File: src/rtl/depunct_ctrl_if.sv
// Handshake bundle between the depuncture controller, its serial soft-bit source
// and the branch-metric unit that consumes the reconstructed X/Y pairs.
`timescale 1ns/1ps
interface depunct_ctrl_if #(
    parameter int SW   = 3,
    parameter int LENW = 16
);
    logic            start_i;
    logic            abort_i;
    logic [2:0]      rate_i;
    logic [LENW-1:0] frame_len_i;
    logic [SW-1:0]   in_data_i;
    logic            in_valid_i;
    logic            in_ready_o;
    logic [SW-1:0]   x_o;
    logic [SW-1:0]   y_o;
    logic            x_erase_o;
    logic            y_erase_o;
    logic            out_valid_o;
    logic            out_ready_i;
    logic            busy_o;
    logic            done_o;
    logic            cfg_err_o;

    modport slave (
        input  start_i, abort_i, rate_i, frame_len_i, in_data_i, in_valid_i, out_ready_i,
        output in_ready_o, x_o, y_o, x_erase_o, y_erase_o, out_valid_o, busy_o, done_o, cfg_err_o
    );

    modport master (
        output start_i, abort_i, rate_i, frame_len_i, in_data_i, in_valid_i, out_ready_i,
        input  in_ready_o, x_o, y_o, x_erase_o, y_erase_o, out_valid_o, busy_o, done_o, cfg_err_o
    );
endinterface

File: src/rtl/depunct_ctrl.sv
// Depuncture controller: rebuilds X/Y soft-symbol pairs from a serial punctured
// stream, inserting zero-valued erasures where the puncture mask dropped a bit.
`timescale 1ns/1ps
module depunct_ctrl #(
    parameter int SW   = 3,
    parameter int LENW = 16
) (
    input  logic              clk_i,
    input  logic              rst_i,
    depunct_ctrl_if.slave     bus
);
    typedef enum logic [2:0] {
        IDLE  = 3'd0,
        GET_X = 3'd1,
        GET_Y = 3'd2,
        OUT   = 3'd3,
        DONE  = 3'd4
    } state_t;

    localparam logic [LENW-1:0] LEN_ONE = {{(LENW-1){1'b0}}, 1'b1};

    // Mask bit i is phase i; 1 = the bit was transmitted.
    function automatic logic [6:0] x_mask(input logic [2:0] rate);
        case (rate)
            3'd0:    x_mask = 7'b0000001;
            3'd1:    x_mask = 7'b0000001;
            3'd2:    x_mask = 7'b0000101;
            3'd3:    x_mask = 7'b0010101;
            3'd4:    x_mask = 7'b1010001;
            default: x_mask = 7'b0000001;
        endcase
    endfunction

    function automatic logic [6:0] y_mask(input logic [2:0] rate);
        case (rate)
            3'd0:    y_mask = 7'b0000001;
            3'd1:    y_mask = 7'b0000011;
            3'd2:    y_mask = 7'b0000011;
            3'd3:    y_mask = 7'b0001011;
            3'd4:    y_mask = 7'b0101111;
            default: y_mask = 7'b0000001;
        endcase
    endfunction

    function automatic logic [2:0] period(input logic [2:0] rate);
        case (rate)
            3'd0:    period = 3'd1;
            3'd1:    period = 3'd2;
            3'd2:    period = 3'd3;
            3'd3:    period = 3'd5;
            3'd4:    period = 3'd7;
            default: period = 3'd1;
        endcase
    endfunction

    state_t          state_r, state_s;
    logic [2:0]      rate_r, rate_s;
    logic [2:0]      phase_r, phase_s;
    logic [LENW-1:0] len_r, len_s;
    logic [LENW-1:0] cnt_r, cnt_s;
    logic [SW-1:0]   x_r, x_s;
    logic [SW-1:0]   y_r, y_s;
    logic            x_erase_r, x_erase_s;
    logic            y_erase_r, y_erase_s;
    logic            cfg_err_r, cfg_err_s;
    logic            in_ready_r, in_ready_s;
    logic            out_valid_r;
    logic            busy_r;
    logic            done_r;
    logic [6:0]      xm_r, ym_r, xm_s, ym_s;

    assign xm_r = x_mask(rate_r);
    assign ym_r = y_mask(rate_r);

    // Next-state and datapath decode; abort has priority over everything.
    always_comb begin
        state_s   = state_r;
        rate_s    = rate_r;
        phase_s   = phase_r;
        len_s     = len_r;
        cnt_s     = cnt_r;
        x_s       = x_r;
        y_s       = y_r;
        x_erase_s = x_erase_r;
        y_erase_s = y_erase_r;
        cfg_err_s = cfg_err_r;
        if (bus.abort_i) begin
            state_s   = IDLE;
            x_s       = {SW{1'b0}};
            y_s       = {SW{1'b0}};
            x_erase_s = 1'b0;
            y_erase_s = 1'b0;
        end else begin
            case (state_r)
                IDLE: begin
                    if (bus.start_i) begin
                        // Illegal rates fall back to the unpunctured 1/2 pattern.
                        rate_s    = (bus.rate_i <= 3'd4) ? bus.rate_i : 3'd0;
                        cfg_err_s = (bus.rate_i > 3'd4);
                        len_s     = bus.frame_len_i;
                        phase_s   = 3'd0;
                        cnt_s     = {LENW{1'b0}};
                        state_s   = (bus.frame_len_i == {LENW{1'b0}}) ? DONE : GET_X;
                    end else begin
                        state_s = IDLE;
                    end
                end
                GET_X: begin
                    if (xm_r[phase_r]) begin
                        if (bus.in_valid_i) begin
                            x_s       = bus.in_data_i;
                            x_erase_s = 1'b0;
                            state_s   = GET_Y;
                        end else begin
                            state_s = GET_X;
                        end
                    end else begin
                        x_s       = {SW{1'b0}};
                        x_erase_s = 1'b1;
                        state_s   = GET_Y;
                    end
                end
                GET_Y: begin
                    if (ym_r[phase_r]) begin
                        if (bus.in_valid_i) begin
                            y_s       = bus.in_data_i;
                            y_erase_s = 1'b0;
                            state_s   = OUT;
                        end else begin
                            state_s = GET_Y;
                        end
                    end else begin
                        y_s       = {SW{1'b0}};
                        y_erase_s = 1'b1;
                        state_s   = OUT;
                    end
                end
                OUT: begin
                    if (bus.out_ready_i) begin
                        phase_s = (phase_r == (period(rate_r) - 3'd1)) ? 3'd0 : (phase_r + 3'd1);
                        cnt_s   = cnt_r + LEN_ONE;
                        state_s = (cnt_r == (len_r - LEN_ONE)) ? DONE : GET_X;
                    end else begin
                        state_s = OUT;
                    end
                end
                DONE:    state_s = IDLE;
                default: state_s = IDLE;
            endcase
        end
    end

    assign xm_s = x_mask(rate_s);
    assign ym_s = y_mask(rate_s);

    // Ready is precomputed from the next state so it can leave the block registered.
    always_comb begin
        in_ready_s = 1'b0;
        if (state_s == GET_X) begin
            in_ready_s = xm_s[phase_s];
        end else if (state_s == GET_Y) begin
            in_ready_s = ym_s[phase_s];
        end else begin
            in_ready_s = 1'b0;
        end
    end

    // State, datapath and output registers.
    always_ff @(posedge clk_i or posedge rst_i) begin
        if (rst_i) begin
            state_r     <= IDLE;
            rate_r      <= 3'd0;
            phase_r     <= 3'd0;
            len_r       <= {LENW{1'b0}};
            cnt_r       <= {LENW{1'b0}};
            x_r         <= {SW{1'b0}};
            y_r         <= {SW{1'b0}};
            x_erase_r   <= 1'b0;
            y_erase_r   <= 1'b0;
            cfg_err_r   <= 1'b0;
            in_ready_r  <= 1'b0;
            out_valid_r <= 1'b0;
            busy_r      <= 1'b0;
            done_r      <= 1'b0;
        end else begin
            state_r     <= state_s;
            rate_r      <= rate_s;
            phase_r     <= phase_s;
            len_r       <= len_s;
            cnt_r       <= cnt_s;
            x_r         <= x_s;
            y_r         <= y_s;
            x_erase_r   <= x_erase_s;
            y_erase_r   <= y_erase_s;
            cfg_err_r   <= cfg_err_s;
            in_ready_r  <= in_ready_s;
            out_valid_r <= (state_s == OUT);
            busy_r      <= (state_s != IDLE);
            done_r      <= (state_s == DONE);
        end
    end

    assign bus.in_ready_o  = in_ready_r;
    assign bus.x_o         = x_r;
    assign bus.y_o         = y_r;
    assign bus.x_erase_o   = x_erase_r;
    assign bus.y_erase_o   = y_erase_r;
    assign bus.out_valid_o = out_valid_r;
    assign bus.busy_o      = busy_r;
    assign bus.done_o      = done_r;
    assign bus.cfg_err_o   = cfg_err_r;
endmodule
File: src/flat_wrapper.sv
// flat-port wrapper written by rule: the top's interface ports become plain ports
module depunct_ctrl_flat 
#(
    parameter int SW   = 3,
    parameter int LENW = 16
)
  (clk_i, rst_i, bus_start_i, bus_abort_i, bus_rate_i, bus_frame_len_i, bus_in_data_i, bus_in_valid_i, bus_out_ready_i, bus_in_ready_o, bus_x_o, bus_y_o, bus_x_erase_o, bus_y_erase_o, bus_out_valid_o, bus_busy_o, bus_done_o, bus_cfg_err_o);
  depunct_ctrl_if #(.SW(SW), .LENW(LENW)) bus_i ();
  input  logic clk_i;
  input  logic rst_i;
  input wire logic [$bits(bus_i.start_i)-1:0] bus_start_i;
  input wire logic [$bits(bus_i.abort_i)-1:0] bus_abort_i;
  input wire logic [$bits(bus_i.rate_i)-1:0] bus_rate_i;
  input wire logic [$bits(bus_i.frame_len_i)-1:0] bus_frame_len_i;
  input wire logic [$bits(bus_i.in_data_i)-1:0] bus_in_data_i;
  input wire logic [$bits(bus_i.in_valid_i)-1:0] bus_in_valid_i;
  input wire logic [$bits(bus_i.out_ready_i)-1:0] bus_out_ready_i;
  output wire logic [$bits(bus_i.in_ready_o)-1:0] bus_in_ready_o;
  output wire logic [$bits(bus_i.x_o)-1:0] bus_x_o;
  output wire logic [$bits(bus_i.y_o)-1:0] bus_y_o;
  output wire logic [$bits(bus_i.x_erase_o)-1:0] bus_x_erase_o;
  output wire logic [$bits(bus_i.y_erase_o)-1:0] bus_y_erase_o;
  output wire logic [$bits(bus_i.out_valid_o)-1:0] bus_out_valid_o;
  output wire logic [$bits(bus_i.busy_o)-1:0] bus_busy_o;
  output wire logic [$bits(bus_i.done_o)-1:0] bus_done_o;
  output wire logic [$bits(bus_i.cfg_err_o)-1:0] bus_cfg_err_o;
  assign bus_i.start_i = bus_start_i;
  assign bus_i.abort_i = bus_abort_i;
  assign bus_i.rate_i = bus_rate_i;
  assign bus_i.frame_len_i = bus_frame_len_i;
  assign bus_i.in_data_i = bus_in_data_i;
  assign bus_i.in_valid_i = bus_in_valid_i;
  assign bus_i.out_ready_i = bus_out_ready_i;
  assign bus_in_ready_o = bus_i.in_ready_o;
  assign bus_x_o = bus_i.x_o;
  assign bus_y_o = bus_i.y_o;
  assign bus_x_erase_o = bus_i.x_erase_o;
  assign bus_y_erase_o = bus_i.y_erase_o;
  assign bus_out_valid_o = bus_i.out_valid_o;
  assign bus_busy_o = bus_i.busy_o;
  assign bus_done_o = bus_i.done_o;
  assign bus_cfg_err_o = bus_i.cfg_err_o;
  depunct_ctrl #(.SW(SW), .LENW(LENW)) u_core (.clk_i(clk_i), .rst_i(rst_i), .bus(bus_i));
endmodule
File: config.mk
export PLATFORM = sky130hd
export DESIGN_NAME = depunct_ctrl_flat
export DESIGN_NICKNAME = d
export VERILOG_FILES = /design/src/rtl/depunct_ctrl_if.sv /design/src/rtl/depunct_ctrl.sv /design/src/flat_wrapper.sv
export SDC_FILE = /design/constraint.sdc
export NUM_CORES = 1
export LEC_CHECK = 0
export ABC_CLOCK_PERIOD_IN_PS = 3350
export BUFFER_PORTS_ARGS = -buffer_cell sky130_fd_sc_hd__buf_2
export CAP_MARGIN = 20
export CORE_ASPECT_RATIO = 0.6
export CORE_UTILIZATION = 27
export DETAILED_ROUTE_END_ITERATION = 6
export GPL_TIMING_DRIVEN = 0
export PLACE_DENSITY = 0.54
export SYNTH_ARGS = -nofsm -noshare
export SYNTH_HDL_FRONTEND = slang
export SYNTH_SLANG_ARGS = --single-unit
File: constraint.sdc
create_clock -name clk_i -period 3.35 [get_ports clk_i]
set_input_delay 0.335 -clock clk_i [delete_from_list [all_inputs] [get_ports clk_i]]
set_output_delay 0.335 -clock clk_i [all_outputs]
set_load 0.02 [all_outputs]
==> results of run 1 <==
## cells by family after synthesis
logic type,after synthesis,share of synthesized area (%)
AOI/OAI and AO/OA,80,16.18
xor gates and xnor gates,34,8.521
adders and majority gates,4,1.432
buffers and inverters,35,4.117
DFF,54,38.67
muxes,6,1.826
and+or+nand+nor,206,29.25
## registers in the layout, summed over array words and instances (netlist names)
signal and count:
u_core.phase_r 3, u_core.bus.x_erase_o 1, u_core.len_r 16, u_core.cnt_r 16, u_core.bus.cfg_err_o 1, u_core.rate_r 3, u_core.state_r 3, u_core.bus.y_o 3
u_core.bus.done_o 1, u_core.bus.busy_o 1, u_core.bus.x_o 3, u_core.bus.out_valid_o 1, u_core.bus.in_ready_o 1, u_core.bus.y_erase_o 1
## worst max-delay path: stages (launching register included)
cell and delay [ns]:
dfrtp_1 0.44, inv_1 0.10, ha_1 0.26, nor4b_1 0.68
nand3_1 0.22, mux2_2 0.31, nor2_1 0.05, nor3_1 0.16
nand4b_1 0.12, o41a_1 0.40, a31o_1 0.21
## per-layer routing
metal / global-route usage [%] / part of all wire (%) / up-vias
met5: 0 / 0 / -
met4: 2.806 / 0.67 / 0
met3: 4.213 / 7.9 / 7
met2: 18.69 / 34 / 101
met1: 26.42 / 57 / 1513
li1: - / - / 1566
## power by group
group          internal (mW)  switching (mW)
combinational          0.193           0.299
sequential             0.707          0.0769
clock                  0.301           0.257
## worst min-delay path by stage
stage / to / cells past startpoint / from / slack (ns)
floorplan: u_core.len_r[10]$_DFFE_PP0P_ / 2 / bus_frame_len_i[10] / 0.44
global placement: u_core.bus.cfg_err_o$_DFFE_PP0P_ / 2 / u_core.bus.cfg_err_o$_DFFE_PP0P_ / 0.47
detailed placement: u_core.cnt_r[11]$_DFFE_PP0P_ / 2 / rst_i / 0.46
CTS: u_core.len_r[14]$_DFFE_PP0P_ / 2 / rst_i / 0.13
global route: u_core.len_r[14]$_DFFE_PP0P_ / 2 / rst_i / 0.16
finish: u_core.len_r[14]$_DFFE_PP0P_ / 2 / rst_i / 0.11
## per-stage QoR
stage / hold WS (ns) / cell area [µm²] / utilization (%)
floorplan: 0.4404 / 3495 / -
global placement: 0.4697 / 3896 / 31.59
detailed placement: 0.4596 / 3916 / 31.75
CTS: 0.1344 / 4073 / 33.02
global route: 0.1648 / 4073 / 33.02
finish: 0.1096 / 4073 / 33.02
## cells in the mapped netlist (all sizes together) (4+ instances only)
| library cell | count | area, µm² |
|---|---|---|
| a21oi | 20 | 100.1 |
| a22oi | 5 | 37.54 |
| a31oi | 4 | 25.02 |
| and3 | 9 | 56.30 |
| buf | 9 | 45.05 |
| clkbuf | 11 | 42.54 |
| dfrtp | 54 | 1351 |
| ha | 4 | 50.05 |
| inv | 15 | 56.30 |
| nand2 | 73 | 274.0 |
| nand2b | 8 | 50.05 |
| nand3 | 13 | 65.06 |
| nand3b | 4 | 30.03 |
| nand4 | 5 | 31.28 |
| nor2 | 47 | 176.4 |
| nor3 | 8 | 45.04 |
| nor3b | 5 | 42.54 |
| nor4 | 11 | 68.82 |
| o211ai | 4 | 30.03 |
| o21ai | 14 | 73.82 |
| o31ai | 4 | 30.03 |
| or3 | 4 | 25.02 |
| xnor2 | 15 | 131.4 |
| xor2 | 19 | 166.4 |
## area by class of cell
class	instances	area share (%)
sequential	54	33.18
multi-input combinational	330	49.09
clock buffer	6	3.410
clock inverter	2	0.4301
timing repair buffer	40	5.284
inverter	15	1.382
buffer	20	2.151
tap	165	5.069
==> flow_metrics.py, run 1 <==
metrics = {
    "placement": {
        "dp.cells": 624,
        "pre_cts_ws_ns": 0.3289,
        "portBuffers": 39,
        "detailed_place_hpwl_mm": 7.991,
        "place_congestion": 0.8664,
    },
    "global_routing": {
        "grt_pass1_wl_mm": 16.12,
        "grt_start_max_net_pins": 29,
        "grt_overflow": 0,
        "grt_usage_pct": 15.68,
        "antenna_found_initial": 0,
        "grt_pass1_vias": 2967,
    },
    "finish": {
        "drive_above_1_share_pct": 15.85,
        "final_cell_mix": "nand2_1, dfrtp_1, nor2_1",
        "fill_cells": 1308,
        "multi_input_area_mm2": 0.001999,
        "mostFrequentLayoutCell": "nand2_1",
        "register_area_mm2": 0.001351,
        "area_delta_synth_final_pct": 16.54,
        "fin_cells": 632,
        "final_net_count": 498,
        "diodes": 0,
    },
    "floorplan": {
        "rows": 31,
        "start_util_pct": 28.33,
        "die_h_um": 90.13,
        "die_w_um": 148.9,
        "ios": 41,
        "core_mm2": 0.01233,
        "dieArea_mm2": 0.01342,
    },
    "cts": {
        "htreeDepth": 2,
        "clkTransAtPathRegs_ns": 0.08,
        "post_cts_buffers": 0,
        "clock_sinks": 54,
        "clock_path_buffers": 2,
        "post_cts_resized": 0,
        "root_buffer": "clkbuf_16",
        "cts_buffers": 5,
        "cts_tree": "done",
        "insertion_delay_ns": 0.30,
        "cts_hold_buf": 0,
    },
    "timing": {
        "finalCritPeriodShare_pct": 90.96,
        "setup_viol": 0,
        "fin_tns_setup_ns": 0,
        "slew_headroom_pct": 45.98,
        "worst_pin_slew_ns": 0.8029,
        "rsz0062_at_grt": "false",
        "max_freq_mhz": 328.2,
        "layout_setup_ws_ns": 0.3030,
        "slew_viol_final": 0,
        "fin_skew_ns": 0.01174,
        "fin_crit_ns": 3.047,
        "hold_viol_final": 0,
    },
    "routing": {
        "vias_per_cell": 5.043,
        "drt-initial-drc-count": 216,
        "dr.pass1.iters": 6,
        "vias": 3187,
        "route.detailed.drc": 0,
        "wirelength_mm": 10.16,
        "ant_nets": 0,
        "wire_per_inst_um": 16.07,
    },
    "logic_synthesis": {
        "synth_edf_count": 0,
        "synth_fp_nets": 451,
        "netlist_area_mm2": 0.003495,
        "synthFlopType": "dfrtp_1",
        "synth_cell_types": 70,
        "async_flop_share_pct": 100.0,
        "syn_inst": 419,
        "ys_seq_area_share_pct": 38.67,
        "synth.avg_cell_area_um2": 8.340,
        "ys_seq_elements": 54,
        "ys_warn_count": 0,
    },
    "job": {
        "drv_cap": 0,
    },
    "critical_path": {
        "critPathCapture": "u_core.bus.in_ready_o$_DFF_PP0_",
        "worst-setup-path-type": "register to register",
        "path_max_fanout": 6,
        "cp.required_ns": 3.54,
        "cp.arrival_ns": 3.24,
        "rr_startpoint": "u_core.len_r[0]$_DFFE_PP0P_",
        "crit_path_end_kind": "register",
        "start_kind": "register",
        "r2r_slack_ns": 0.30,
        "crit_path_start": "u_core.len_r[0]$_DFFE_PP0P_",
        "worstRegToRegCells": 10,
        "r2r-end": "u_core.bus.in_ready_o$_DFF_PP0_",
    },
    "power_and_ir_drop": {
        "ir_drop_v": 0.0002185,
        "leakage_nw": 1.863,
        "power_density_mw_per_mm2": 450.4,
        "total_power_mw": 1.834,
    },
    "run_status": {
        "outcome": "complete, no violations",
    },
    "hold_path": {
        "hold_path.class": "input port to async pin",
    },
}
Power figures use the tool's default switching activity.
==> inputs of run 2 (changes only) <==
Settings changed: ABC_AREA set to 1.
==> flow_metrics.py, run 2 <==
metrics = {
    "run_status": {
        "outcome": "complete, no violations",
    },
    "critical_path": {
        "worstRegToRegCells": 17,
        "worst-setup-path-type": "register to register",
        "start_kind": "register",
        "path_max_fanout": 5,
        "cp.required_ns": 3.54,
        "slowest_delay_ns": 0.45,
        "r2r_slack_ns": 0.67,
        "path_cells": "nor2_1 > nand2_1 > inv_2 > a21oi_1 > ha_1 > nand2_1 > nand2_1 > nor2_1 > nand2_1 > nor2_1 > nand2_1 > a22oi_1 > inv_1 > nand2_1 > nand2_1 > nand4_1 > nand2_1",
        "worst_path_most_repeated_cell": "nand2_1",
        "cp.depth": 17,
        "path_buf_inv": 2,
        "cpMaxStageDelayCell": "dfrtp_1",
        "crit_family": "simple AND/OR/NAND/NOR gates",
        "cp.arrival_ns": 2.87,
        "crit_path_end_kind": "register",
    },
    "routing": {
        "dr.pass1.iters": 5,
        "drt-initial-drc-count": 298,
        "wirelength_mm": 10.06,
        "vias": 3444,
        "wire_per_inst_um": 13.74,
        "route.detailed.drc": 0,
        "ant_nets": 0,
        "vias_per_cell": 4.705,
    },
    "finish": {
        "top_regs": "u_core.cnt_r: 16 flops, u_core.len_r: 16 flops",
        "area_delta_synth_final_pct": 16.00,
        "mostFrequentLayoutCell": "nand2_1",
        "final_cell_mix": "nand2_1, inv_1, nor2_1",
        "post-route-util_pct": 32.30,
        "fill_cells": 1399,
        "diodes": 0,
        "drive_above_1_share_pct": 14.77,
        "final_net_count": 593,
    },
    "cts": {
        "post_cts_resized": 0,
        "root_buffer": "clkbuf_16",
        "cts_tree": "done",
        "clkTransAtPathRegs_ns": 0.08,
        "insertion_delay_ns": 0.30,
        "htreeDepth": 2,
        "cts_hold_buf": 0,
        "clock_path_buffers": 2,
        "post_cts_buffers": 0,
        "clock_sinks": 54,
        "cts_buffers": 5,
    },
    "global_routing": {
        "grt_pass1_wl_mm": 16.44,
        "antenna_found_initial": 0,
        "grt_usage_pct": 15.69,
        "grt_start_max_net_pins": 34,
        "grt_pass1_vias": 3232,
        "grt_overflow": 0,
    },
    "floorplan": {
        "dieArea_mm2": 0.01378,
        "core_mm2": 0.01289,
        "rows": 32,
        "die_w_um": 150.9,
        "start_util_pct": 27.84,
        "die_h_um": 91.32,
        "ios": 41,
    },
    "placement": {
        "detailed_place_hpwl_mm": 8.023,
        "portBuffers": 38,
        "place_congestion": 0.8280,
    },
    "timing": {
        "worst_pin_slew_ns": 0.5853,
        "max_freq_mhz": 372.6,
        "fin_skew_ns": 0.007554,
        "finalCritPeriodShare_pct": 80.12,
        "slew_viol_final": 0,
        "setup_viol": 0,
        "fin_crit_ns": 2.684,
        "hold_viol_final": 0,
        "slew_headroom_pct": 60.98,
        "rsz0062_at_grt": "false",
        "fin_tns_setup_ns": 0,
    },
    "hold_path": {
        "hold_path.class": "input port to async pin",
    },
    "logic_synthesis": {
        "ys_seq_elements": 54,
        "synth.most_common_cell": "nand2_1",
        "synth_top_area_share_pct": 37.64,
        "synth_largest_area_cell": "dfrtp_1",
        "synth.avg_cell_area_um2": 6.970,
        "synth_edf_count": 0,
        "ys_warn_count": 0,
        "ys_seq_area_share_pct": 37.64,
        "synthTopCellsByArea": "dfrtp_1, nand2_1, inv_1, nor2_1, nand3_1",
        "synthTopCellsByCount": "nand2_1, inv_1, nor2_1",
        "synthFlopType": "dfrtp_1",
        "async_flop_share_pct": 100.0,
        "synth_cell_types": 37,
        "synth_fp_nets": 547,
        "netlist_area_mm2": 0.003590,
        "syn_inst": 515,
    },
    "power_and_ir_drop": {
        "ir_drop_v": 0.0001826,
        "leakage_nw": 2.120,
        "power_density_mw_per_mm2": 510.3,
    },
    "job": {
        "drv_cap": 0,
    },
}
## run 2: cell types whose count changed after synthesis, sizes merged, moves of 5 or more
cell	previous run	this run
nor2	47	75
inv	15	78
nor4	11	0
nand2	73	136
clkbuf	11	3
buf	9	4
o21ai	14	41
xnor2	15	6
nand3	13	41
and3	9	0
nand2b	8	0
## run 2: worst paths after layout
check / from / end
setup / recovery: u_core.rate_r[0]$_DFF_PP0_ / u_core.bus.in_ready_o$_DFF_PP0_
hold / removal: rst_i / u_core.bus.busy_o$_DFF_PP0_
setup reg to reg: u_core.rate_r[0]$_DFF_PP0_ / u_core.bus.in_ready_o$_DFF_PP0_
hold reg to reg: u_core.bus.y_o[2]$_DFFE_PP0P_ / u_core.bus.y_o[2]$_DFFE_PP0P_
max in group asynchronous: rst_i / u_core.state_r[2]$_DFF_PP0_
min in group clk_i: bus_abort_i / u_core.bus.y_erase_o$_DFFE_PP0P_
## run 2: where the power goes
part	total (mW)	internal, mW	switching [mW]
combinational	0.730	0.253	0.477
sequential	0.843	0.737	0.106
clock	0.552	0.297	0.255
## run 2: area by class of cell
type | count | area, µm² | area share, %
Tap cell | 170 | 212.7 | 5.108
Clock inverter | 2 | 12.51 | 0.3005
Inverter | 79 | 301.5 | 7.242
Buffer | 7 | 37.54 | 0.9014
Timing Repair Buffer | 39 | 210.2 | 5.048
Multi-Input combinational cell | 375 | 1899 | 45.61
Sequential cell | 54 | 1351 | 32.45
Clock buffer | 6 | 138.9 | 3.335
## run 2: worst reg2reg max path: stages (launching register included)
cell and delay, ns:
dfrtp_1 0.45, nor2_1 0.08, nand2_1 0.18, inv_2 0.06
a21oi_1 0.20, ha_1 0.30, nand2_1 0.08, nand2_1 0.05
nor2_1 0.08, nand2_1 0.05, nor2_1 0.09, nand2_1 0.12
a22oi_1 0.40, inv_1 0.14, nand2_1 0.09, nand2_1 0.05
nand4_1 0.08, nand2_1 0.08
## run 2: stage by stage
| stage | instances | cell area, µm² | hold slack [ns] | setup slack [ns] | total power, mW |
|---|---|---|---|---|---|
| floorplan | 515 | 3590 | 0.4722 | 1.179 | 1.368 |
| global placement | 723 | 3993 | 0.4629 | 0.7809 | 1.553 |
| detailed placement | 724 | 4013 | 0.4021 | 0.7576 | 1.577 |
| CTS | 732 | 4164 | 0.06993 | 0.7153 | 2.141 |
| global route | 732 | 4164 | 0.1024 | 0.4769 | 2.286 |
| finish | 732 | 4164 | 0.05667 | 0.6660 | 2.125 |
## run 2: per-layer routing
metal	vias to the layer above	part of all wire (%)	track usage, %
met5	-	0	0
met3	6	6.7	3.518
met1	1625	56	25.60
met4	0	0.62	2.750
met2	83	37	20.26
li1	1730	-	-
## run 2: kinds of logic (layout without fill, tap and decap cells)
| group | Yosys count | after routing | share of synthesized area (%) |
|---|---|---|---|
| AOI/OAI and AO/OA | 77 | 77 | 11.92 |
| DFF | 54 | 54 | 37.64 |
| buffers and inverters | 86 | 133 | 9.446 |
| xor gates and xnor gates | 21 | 21 | 5.124 |
| adders and majority gates | 4 | 4 | 1.394 |
| and+or+nand+nor | 273 | 273 | 34.47 |
==> inputs of run 3 (changes only) <==
Settings changed: ABC_CLOCK_PERIOD_IN_PS 3350 to 2600.
Clock period 3.35 ns to 2.6 ns, I/O delays scaled along.
==> flow_metrics.py, run 3 (same netlist as run 2, synthesis figures left out) <==
metrics = {
    "placement": {
        "post_dp_cell_area_mm2": 0.004013,
        "pre_cts_ws_ns": 0.007557,
        "place_congestion": 0.8280,
        "portBuffers": 38,
        "detailed_place_hpwl_mm": 8.023,
        "dp.cells": 724,
    },
    "global_routing": {
        "antenna_found_initial": 0,
        "grt_pass1_wl_mm": 16.57,
        "grt_start_max_net_pins": 34,
        "grt_pass1_vias": 3263,
        "grt_usage_pct": 15.80,
        "grt_overflow": 0,
    },
    "finish": {
        "final_cell_mix": "nand2_1, inv_1, nor2_1",
        "fin_cells": 734,
        "finalInstanceArea_mm2": 0.004209,
        "drive_above_1_share_pct": 16.13,
        "mostFrequentLayoutCell": "nand2_1",
        "post-route-util_pct": 32.65,
        "final_net_count": 595,
        "area_delta_synth_final_pct": 17.25,
        "diodes": 0,
        "top_regs": "u_core.cnt_r: 16 flops, u_core.len_r: 16 flops",
    },
    "routing": {
        "vias": 3447,
        "wirelength_mm": 10.12,
        "vias_per_cell": 4.696,
        "dr.pass1.iters": 6,
        "wire_per_inst_um": 13.79,
        "route.detailed.drc": 0,
        "ant_nets": 0,
        "drt-initial-drc-count": 234,
    },
    "critical_path": {
        "slowest_delay_ns": 0.45,
        "r2r_slack_ns": 0.15,
        "path_max_fanout": 5,
        "worst-setup-path-type": "register to register",
        "cp.required_ns": 2.84,
        "path_cells": "nor2_2 > nor2_1 > a21oi_1 > ha_1 > nand2_1 > nand2_1 > nor2_1 > nand2_1 > nor2_1 > nand2_2 > a21oi_1 > nand3_1 > nand2_1 > nand2_1 > nand2_1 > nand4_1 > nand2_1",
        "crit_path_start": "u_core.rate_r[0]$_DFF_PP0_",
        "cp.arrival_ns": 2.69,
        "crit_path_end_kind": "register",
        "cpMaxStageDelayCell": "dfrtp_2",
        "critPathCapture": "u_core.bus.in_ready_o$_DFF_PP0_",
        "rr_startpoint": "u_core.rate_r[0]$_DFF_PP0_",
        "r2r-end": "u_core.bus.in_ready_o$_DFF_PP0_",
        "start_kind": "register",
        "worstRegToRegCells": 17,
        "worst_path_most_repeated_cell": "nand2_1",
    },
    "floorplan": {
        "rows": 32,
        "dieArea_mm2": 0.01378,
        "die_h_um": 91.32,
        "die_w_um": 150.9,
        "ios": 41,
        "core_mm2": 0.01289,
        "start_util_pct": 27.84,
    },
    "timing": {
        "setup_viol": 0,
        "max_freq_mhz": 408.8,
        "worst_pin_slew_ns": 0.5765,
        "finalCritPeriodShare_pct": 94.09,
        "fin_skew_ns": 0.008562,
        "slew_viol_final": 0,
        "slew_headroom_pct": 61.56,
        "layout_setup_ws_ns": 0.1538,
        "holdWs_ns": 0.2164,
        "fin_crit_ns": 2.446,
        "hold_viol_final": 0,
        "fin_tns_setup_ns": 0,
    },
    "cts": {
        "htreeDepth": 2,
        "insertion_delay_ns": 0.30,
        "clock_path_buffers": 2,
        "root_buffer": "clkbuf_16",
        "cts_buffers": 5,
        "clkTransAtPathRegs_ns": 0.08,
        "clock_sinks": 54,
        "cts_tree": "done",
    },
    "hold_path": {
        "min_path_cells": 2,
        "hold_path.class": "input port to register",
    },
    "run_status": {
        "outcome": "complete, no violations",
    },
    "power_and_ir_drop": {
        "leakage_nw": 2.135,
        "total_power_mw": 2.761,
        "power_density_mw_per_mm2": 655.9,
        "ir_drop_v": 0.0002353,
        "switching_power_mw": 1.094,
        "p_sw_share_pct": 39.61,
        "p_comb_share_pct": 34.9,
        "p_clk_share_pct": 25.9,
        "p_int_mw": 1.667,
        "power_frac_seq_pct": 39.3,
    },
    "job": {
        "drv_cap": 0,
    },
}
run 3: cell type report:
cell class / instances / area, µm²
Buffer: 7 / 37.54
Fill cell: 1403 / 8683
Tap cell: 170 / 212.7
Clock buffer: 6 / 138.9
Multi-Input combinational cell: 375 / 1926
Clock inverter: 2 / 12.51
Inverter: 79 / 301.5
Sequential cell: 54 / 1353
Timing Repair Buffer: 41 / 227.7
run 3: per-layer routing:
layer  global-route usage [%]  wire (µm)  vias up
met1                    25.39       5605     1604
met3                    3.518        625        8
li1                         -          -     1734
met5                        0          0        -
met2                    20.91       3822      101
met4                    2.750         68        0
run 3: worst min path at each step:
stage | start | slack [ns] | end
floorplan | bus_in_data_i[0] | 0.40 | u_core.bus.x_o[0]$_DFFE_PP0P_
global placement | u_core.bus.y_o[0]$_DFFE_PP0P_ | 0.46 | u_core.bus.y_o[0]$_DFFE_PP0P_
detailed placement | rst_i | 0.33 | u_core.bus.busy_o$_DFF_PP0_
CTS | bus_abort_i | 0.22 | u_core.bus.y_erase_o$_DFFE_PP0P_
global route | bus_abort_i | 0.23 | u_core.bus.x_erase_o$_DFFE_PP0P_
finish | bus_abort_i | 0.22 | u_core.bus.y_erase_o$_DFFE_PP0P_
run 3: power by group through the flow:
stage | logic, mW | clock network, mW | registers, mW
after floorplan | 0.673 | 0 | 1.09
after global placement | 0.905 | 0 | 1.10
after detailed placement | 0.934 | 0 | 1.10
after CTS | 0.956 | 0.734 | 1.08
after global routing | 1.10 | 0.771 | 1.10
final | 0.962 | 0.714 | 1.08
run 3: critical path, delay by kind of cell (launching register included):
family	cells	cell delay, ns
adders and majority gates	1	0.30
AOI/OAI and AO/OA	2	0.49
DFF	1	0.45
and+or+nand+nor	14	1.13
run 3: what timing repair did:
item                                    in CTS  in global routing
endpoints found under the setup margin       1                  1
resized for setup                            2                  6
setup buffers                                1                  0
pin swaps                                    0                  1
hold buffers                                 1                  0
hold endpoints to repair                     4                  0
